--- src/rtl/mtm_alu_deserializer.sv ---
// mtm_alu_deserializer
// Receives ALU requests on a single serial line. A request frame is eight
// data packets carrying operands B then A, followed by one command packet
// carrying the opcode and a CRC-4. Each packet is start(0), type, eight
// payload bits MSB first, stop(1). When the command packet ends, the decoded
// operands, opcode and error flags are presented with a one-cycle valid pulse.

module mtm_alu_deserializer (
  input  logic        clk,
  input  logic        rst_n,
  input  logic        sin,
  output logic        out_valid,
  output logic [31:0] out_a,
  output logic [31:0] out_b,
  output logic [2:0]  out_op,
  output logic [2:0]  out_err
);

  typedef enum logic [1:0] {
    ST_IDLE,
    ST_TYPE,
    ST_PAYLOAD,
    ST_STOP
  } state_e;

  // CRC-4 generator x^4 + x + 1, leading term implicit.
  localparam logic [3:0] CRC_POLY       = 4'b0011;
  localparam logic [3:0] DATA_PKTS      = 4'd8;
  localparam logic [3:0] PKT_CNT_SAT    = 4'd9;
  localparam logic [2:0] ERR_DATA_FLAG  = 3'b100;
  localparam logic [2:0] ERR_CRC_FLAG   = 3'b010;
  localparam logic [2:0] ERR_OP_FLAG    = 3'b001;

  // One serial step of the CRC shift register, message bits MSB first.
  function automatic logic [3:0] crc_step(input logic [3:0] crc, input logic bit_in);
    logic fb;
    fb = crc[3] ^ bit_in;
    return {crc[2:0], 1'b0} ^ (fb ? CRC_POLY : 4'b0000);
  endfunction

  // Only AND, OR, ADD and SUB are supported opcodes.
  function automatic logic op_is_legal(input logic [2:0] op);
    logic legal;
    case (op)
      3'b000, 3'b001, 3'b100, 3'b101: legal = 1'b1;
      default:                        legal = 1'b0;
    endcase
    return legal;
  endfunction

  // Packet-level bit FSM.
  state_e      state_q, state_d;
  logic [2:0]  bit_cnt_q, bit_cnt_d;
  logic        is_cmd_q, is_cmd_d;
  logic [7:0]  pay_q, pay_d;

  // Frame-level accumulation.
  logic [63:0] data_q, data_d;       // {B, A} once eight data packets are in
  logic [3:0]  pkt_cnt_q, pkt_cnt_d;
  logic        ovf_q, ovf_d;
  logic        frm_q, frm_d;
  logic [3:0]  crc_q, crc_d;

  // Registered outputs.
  logic        out_valid_q, out_valid_d;
  logic [31:0] out_a_q, out_a_d;
  logic [31:0] out_b_q, out_b_d;
  logic [2:0]  out_op_q, out_op_d;
  logic [2:0]  out_err_q, out_err_d;

  // Command-packet decode, valid while the command stop bit is on sin.
  logic [2:0]  cmd_op;
  logic [3:0]  cmd_crc;
  logic        stop_bad;
  logic        err_data;
  logic        err_crc;
  logic        err_op;

  assign cmd_op   = pay_q[6:4];
  assign cmd_crc  = pay_q[3:0];
  assign stop_bad = ~sin;
  assign err_data = (pkt_cnt_q != DATA_PKTS) | ovf_q | frm_q | stop_bad;
  assign err_crc  = (crc_q != cmd_crc);
  assign err_op   = ~op_is_legal(cmd_op);

  // Bit FSM next state: walks start/type/payload/stop and shifts the payload.
  // NOTE: every signal driven here gets a default first, so no path through the
  // case statement leaves a value unassigned and no latch is inferred.
  always_comb begin
    state_d   = state_q;
    bit_cnt_d = bit_cnt_q;
    is_cmd_d  = is_cmd_q;
    pay_d     = pay_q;
    unique case (state_q)
      ST_IDLE: begin
        if (!sin) state_d = ST_TYPE;
      end
      ST_TYPE: begin
        is_cmd_d  = sin;
        bit_cnt_d = 3'd0;
        state_d   = ST_PAYLOAD;
      end
      ST_PAYLOAD: begin
        pay_d     = {pay_q[6:0], sin};
        bit_cnt_d = bit_cnt_q + 3'd1;
        if (bit_cnt_q == 3'd7) state_d = ST_STOP;
      end
      ST_STOP: begin
        // Back-to-back packets: IDLE looks for the next start bit right away.
        state_d = ST_IDLE;
      end
      default: state_d = ST_IDLE;
    endcase
  end

  // Frame datapath: CRC accumulation, packet counting, error capture, outputs.
  always_comb begin
    data_d      = data_q;
    pkt_cnt_d   = pkt_cnt_q;
    ovf_d       = ovf_q;
    frm_d       = frm_q;
    crc_d       = crc_q;
    out_valid_d = 1'b0;
    out_a_d     = out_a_q;
    out_b_d     = out_b_q;
    out_op_d    = out_op_q;
    out_err_d   = out_err_q;

    // CRC covers every data payload bit, then {1'b1, OP}. The command payload
    // is {0, OP, CRC}, so its first bit is replaced by the constant 1 and only
    // the next three bits (OP) are folded in.
    if (state_q == ST_PAYLOAD) begin
      if (!is_cmd_q) begin
        crc_d = crc_step(crc_q, sin);
      end else if (bit_cnt_q == 3'd0) begin
        crc_d = crc_step(crc_q, 1'b1);
      end else if (bit_cnt_q <= 3'd3) begin
        crc_d = crc_step(crc_q, sin);
      end
    end

    if (state_q == ST_STOP) begin
      if (!is_cmd_q) begin
        data_d = {data_q[55:0], pay_q};
        if (pkt_cnt_q == DATA_PKTS) ovf_d = 1'b1;
        if (pkt_cnt_q != PKT_CNT_SAT) pkt_cnt_d = pkt_cnt_q + 4'd1;
        if (stop_bad) frm_d = 1'b1;
      end else begin
        out_valid_d = 1'b1;
        out_op_d    = cmd_op;
        if (err_data) begin
          out_err_d = ERR_DATA_FLAG;
        end else if (err_crc) begin
          out_err_d = ERR_CRC_FLAG;
        end else if (err_op) begin
          out_err_d = ERR_OP_FLAG;
        end else begin
          out_err_d = 3'b000;
        end
        // A frame with the wrong shape carries no trustworthy operands.
        if (!err_data) begin
          out_b_d = data_q[63:32];
          out_a_d = data_q[31:0];
        end
        data_d    = '0;
        pkt_cnt_d = '0;
        ovf_d     = 1'b0;
        frm_d     = 1'b0;
        crc_d     = '0;
      end
    end
  end

  // Bit FSM state register.
  // NOTE: sequential state uses non-blocking assignments so every register
  // samples the pre-edge values regardless of statement order.
  always_ff @(posedge clk or negedge rst_n) begin
    if (!rst_n) begin
      state_q   <= ST_IDLE;
      bit_cnt_q <= '0;
      is_cmd_q  <= 1'b0;
      pay_q     <= '0;
    end else begin
      state_q   <= state_d;
      bit_cnt_q <= bit_cnt_d;
      is_cmd_q  <= is_cmd_d;
      pay_q     <= pay_d;
    end
  end

  // Frame and output registers; reset discards any partial frame.
  // NOTE: the operand shift register is reset along with the control state so
  // a frame interrupted by reset can never leak bytes into the next one.
  always_ff @(posedge clk or negedge rst_n) begin
    if (!rst_n) begin
      data_q      <= '0;
      pkt_cnt_q   <= '0;
      ovf_q       <= 1'b0;
      frm_q       <= 1'b0;
      crc_q       <= '0;
      out_valid_q <= 1'b0;
      out_a_q     <= '0;
      out_b_q     <= '0;
      out_op_q    <= '0;
      out_err_q   <= '0;
    end else begin
      data_q      <= data_d;
      pkt_cnt_q   <= pkt_cnt_d;
      ovf_q       <= ovf_d;
      frm_q       <= frm_d;
      crc_q       <= crc_d;
      out_valid_q <= out_valid_d;
      out_a_q     <= out_a_d;
      out_b_q     <= out_b_d;
      out_op_q    <= out_op_d;
      out_err_q   <= out_err_d;
    end
  end

  assign out_valid = out_valid_q;
  assign out_a     = out_a_q;
  assign out_b     = out_b_q;
  assign out_op    = out_op_q;
  assign out_err   = out_err_q;

endmodule

--- config.mk ---
export PLATFORM = sky130hd
export DESIGN_NAME = mtm_alu_deserializer
export DESIGN_NICKNAME = d
export VERILOG_FILES = /design/src/rtl/mtm_alu_deserializer.sv
export SDC_FILE = /design/constraint.sdc
export NUM_CORES = 1
export LEC_CHECK = 0
export CAP_MARGIN = 15
export CELL_PAD_IN_SITES_DETAIL_PLACEMENT = 0
export CELL_PAD_IN_SITES_GLOBAL_PLACEMENT = 1
export CORE_ASPECT_RATIO = 1.1
export CORE_MARGIN = 5
export CORE_UTILIZATION = 49
export DETAILED_ROUTE_END_ITERATION = 12
export PLACE_DENSITY = 0.86
export RECOVER_POWER = 25
export SLEW_MARGIN = 15
export SYNTH_ARGS = -nofsm -noshare
export SYNTH_HDL_FRONTEND = slang
export SYNTH_SLANG_ARGS = --single-unit
--- constraint.sdc ---
create_clock -name clk -period 3.8 [get_ports clk]
set_clock_uncertainty 0.2 [all_clocks]
set_input_delay 0.76 -clock clk [delete_from_list [all_inputs] [get_ports clk]]
set_output_delay 0.76 -clock clk [all_outputs]
set_load 0.05 [all_outputs]
## Word level (Yosys, flattened, before mapping)

Index checks and enable logic that the tools add are counted.
Widths: inputs -> output; s select.

- Flip-flop bits (word level): 159
- Input bits: 3
- Output and inout bits: 71
- Logic and storage cells: 77

- Add/sub/neg operators: 2
- $lt $le $gt $ge: 1
- Equal/unequal tests: 14
- Multiplexer cells: 25
- Bitwise logic cells: 8
- Reduce and logical (&&, ||, !) cells: 13

Operator list:

| kind | count |
|---|---|
| $mux 64 | 1 |
| $mux 4 | 8 |
| $mux 2 | 5 |
| $reduce_and 2->1 | 5 |
| $eq 3x3->1 const B | 3 |
| $mux 1 | 8 |
| $ne 4x4->1 const B | 2 |
| $pmux 2 s4 | 1 |
| $xor 4x2->4 | 2 |
| $logic_not 3->1 | 2 |
| $pmux 3 s2 | 1 |
| $reduce_bool 2->1 | 3 |
| $add 4x1->4 const B | 1 |
| $eq 2x2->1 const B | 2 |
| $eq 4x4->1 const B | 1 |
| $ne 2x2->1 const B | 2 |
| $ne 4x4->1 | 1 |
| $reduce_or 4->1 | 1 |
| $add 3x1->3 const B | 1 |
| $eq 3x1->1 const B | 1 |
| $le 3x2->1 const B | 1 |
| $mux 3 | 1 |
| $or 1x1->1 | 3 |
| $reduce_and 3->1 | 1 |
| 5 further kinds | 6 |

## Longest topological paths before layout

- Depth in word-level cells: 9
- Depth in mapped cells: 8
- Depth with buffers taken out: 6

## Worst setup path before layout

No wires, ideal clock.

- Kind: input -> register
- From: input sin
- To: register out_a_q[0], in the netlist out_a[0]
- Setup time: 0.125 ns
- Arrival time: 1.833 ns
- Required time: 3.475 ns
- Setup slack: 1.642 ns
- Stages on the path: 7
- Path buffers: 3
- Cell sequence: buf_4 > inv_2 > nor4_4 > nand2_2 > buf_6 > buf_6 > mux2_4

- Longest elaborated chain between the ends: 4

Ends and longest elaborated chain:

| what | RTL line | RTL |
|---|---|---|
| from (decl) | 11 | `input logic sin,` |
| $not 1->1 | 81 | `assign stop_bad = ~sin;` |
| $or 1x1->1 | 82 | `assign err_data = (pkt_cnt_q != DATA_PKTS) \| ovf_q \| frm_q \| stop_bad;` |
| $not 1->1 (no line) | n/a |  |
| $reduce_and 3->1 (no line) | n/a |  |
| to (signal assigned) | 213 | `out_a_q <= out_a_d;` |
| to (decl) | 66 | `logic [31:0] out_a_q, out_a_d;` |

No other way between the ends.
A chain may end at the register's enable or synchronous reset.

## Worst setup path after layout

- From: input sin
- To: register out_a_q[5], in the netlist out_a[5]

The elaborated chain is that of the path after synthesis.

==> out/metrics.yaml <==
fill_cells: 1165
nets: 652
hpwl_um: 8290
place_congestion: 0.809
synth_top_family_by_area: "multiplexers"
crit_slowest_cell: "clkdlybuf4s50_1"
register_area_um2: 3980
drc_errors: 0
clockBufferDepth: 2
worst_ep_arrival_time_ns: 2.92
required_ns: 3.90
cts_buffers: 17
placementRows: 45
finalCriticalPeriod_ns: 2.82
ff2ff_path_depth: 6
synth-compound-area-share: 0.0762
fmax_ghz: 0.354
cts-root-buf: "clkbuf_16"
synthSimpleGateAreaFrac: 0.101
clk_latency_ns: 0.42
power_mw: 5.13
grt_pass1_wl_um: 21600
drtPass1Iterations: 5
end_kind: "flop"
slew_headroom: -0.0892
drtAntennaViolNets: 0
finalMaxSlewViolations: 68
fp.dieH_um: 134
multi_input_area_um2: 2430
holdPathStages: 2
tns_ns: 0
cts.clk_slew.worst_paths_ns: 0.06
grt_overflow_total: 0
cp.depth: 6
area_growth_pct: 20.5
path_max_fanout: 40
tightest_slew_ns: 1.63
post_drt_wl_per_cell_um: 15.5
grt_max_degree: 70
finalNonFillerCells: 838
initial_core_util: 0.499
synth.area.top_cells: "dfrtp_1, mux2_4, mux2_2"
fin_crit_sh: 0.743
core_area_um2: 13700
path_cells: "clkdlybuf4s50_1 > inv_2 > nor4_4 > nand2_4 > buf_12 > mux2_4"
hp-class: "reg -> reg"
p_leak_nw: 3.84
critical_path_class: "in -> reg"
synthArstFlopShare: 1.00
syn_nets: 588
path_buf_inv: 3
violations: "capacitance limit, slew limit"
drt_wl_total_um: 13000
synth_xor_area_frac: 0.0111
die_width_um: 123
pin_count: 74
synthMuxAreaShare: 0.142
yosysSeqAreaShare: 0.581
cts_setup_buffers: 0
synth-edff-count: 0
ir_drop_uv: 385
die_area_um2: 16500
avgViaCountPerCell: 5.11
yosys_warnings: 0
cts-resized-gates: 0
diodes: 0
synth_cell_types: 38
final_common_cell: "dfrtp_1"
antenna_found_initial: 0
numPortBuffers: 73
ctsHoldBuffers: 0
hold_viol_final: 0
tritoncts: "built"
path_delay_family: "buffers and inverters"
placed_cells: 806
h-tree-depth: 4
synth_area_um2: 6850
grt_pass1_vias: 4360
grt_setup_unrepaired: "no"
dr_total_vias: 4279
detail_route.iter0.violations: 291
setup_viol: 0
status: "complete, but fails checks"
synth_flop_cell: "dfrtp_1"
final_cell_mix: "dfrtp_1, o21ai_0, inv_1"
cap_viol_max_count: 1
yosysTopAreaCellShare: 0.581
grt.total_usage: 0.168
syn_area_per_cell_um2: 12.0
powerDensity_nw_per_um2: 621
ys_seq_elements: 159
netlist_instances: 573
synth_top_area_cell: "dfrtp_1"
synth-adder-area-share: 0.0219
drive_gt1_frac: 0.169
cpPeakStageDelay_ns: 0.67
startpoint_type: "input pin"
cts_sinks: 159
layout make-up:
class                           instances  area share
Sequential cell                       159       0.482
Clock buffer                           27      0.0573
Clock inverter                          5     0.00697
Inverter                               76      0.0345
Multi-Input combinational cell        304       0.295
Timing Repair Buffer                   79      0.0964
Tap cell                              188      0.0285
worst reg2reg max path: cells and delay by family (launching register included):
kind,cells,cell delay (ns)
and+or+nand+nor,2,0.62
adders and majority gates,1,0.51
DFF,1,0.44
buffers and inverters,2,0.59
muxes,1,0.32
cell families (layout without fill, tap and decap cells):
group	count (synthesis)	in the layout
and+or+nand+nor	114	114
adders and majority gates	12	12
DFF	159	159
AOI/OAI and AO/OA	97	97
buffers and inverters	110	187
muxes	74	74
xor gates and xnor gates	7	7
cells in the mapped netlist, types with 3 or more instances:
cell,count
dfrtp_1,159
o21ai_0,79
inv_1,74
nand3b_1,53
mux2_4,38
mux2_2,36
nand2_1,34
clkbuf_1,24
ha_1,12
nand3_1,7
a21oi_1,6
nor2_1,6
buf_6,5
xor2_1,5
buf_2,3
nor2b_1,3
per-stage QoR:
| step | setup slack (ns) | util | instance area [um2] | hold slack, ns |
|---|---|---|---|---|
| floorplan | 1.64 | - | 6850 | 0.264 |
| global placement | 0.611 | 0.563 | 7730 | 0.264 |
| finish | 0.975 | 0.601 | 8260 | 0.299 |
| global route | 0.805 | 0.601 | 8260 | 0.315 |
| detailed placement | 0.499 | 0.563 | 7730 | 0.287 |
| CTS | 0.950 | 0.602 | 8260 | 0.144 |
power by group:
group | total (mW) | internal (mW) | switching [mW]
Combinational | 1.26 | 0.506 | 0.751
Clock | 1.55 | 0.919 | 0.627
Sequential | 2.32 | 2.02 | 0.307
Total | 5.13 | 3.44 | 1.69
final timing paths:
| path | slack, ns | endpoint | start |
|---|---|---|---|
| max | 0.98 | out_a[5] | sin |
| min | 0.30 | out_err[0] | out_err[0] |
| max reg2reg | 1.00 | out_a[5] | state_q[0] |
| min reg2reg | 0.30 | out_err[0] | out_err[0] |
| max in group asynchronous | 1.59 | data_q[18] | rst_n |
| min in group asynchronous | 0.56 | out_b[25] | rst_n |
layer usage:
metal	vias to the layer above	track usage	share of wire	routed length [um]
met1	2148	0.221	0.46	5960
met2	80	0.266	0.49	6360
met5	-	0	0	0
met3	9	0.0434	0.041	535
met4	0	0.0635	0.011	140
li1	2042	-	-	-
sequential cells by signal (all words and copies together) (netlist names):
signal and flops:
data_q 64, out_a 32, out_b 32, pay_q 8, crc_q 4, pkt_cnt_q 4
bit_cnt_q 3, out_err 3, out_op 3, state_q 2, frm_q 1, is_cmd_q 1
out_valid 1, ovf_q 1
Note: power is estimated with default switching activity, not from simulation.
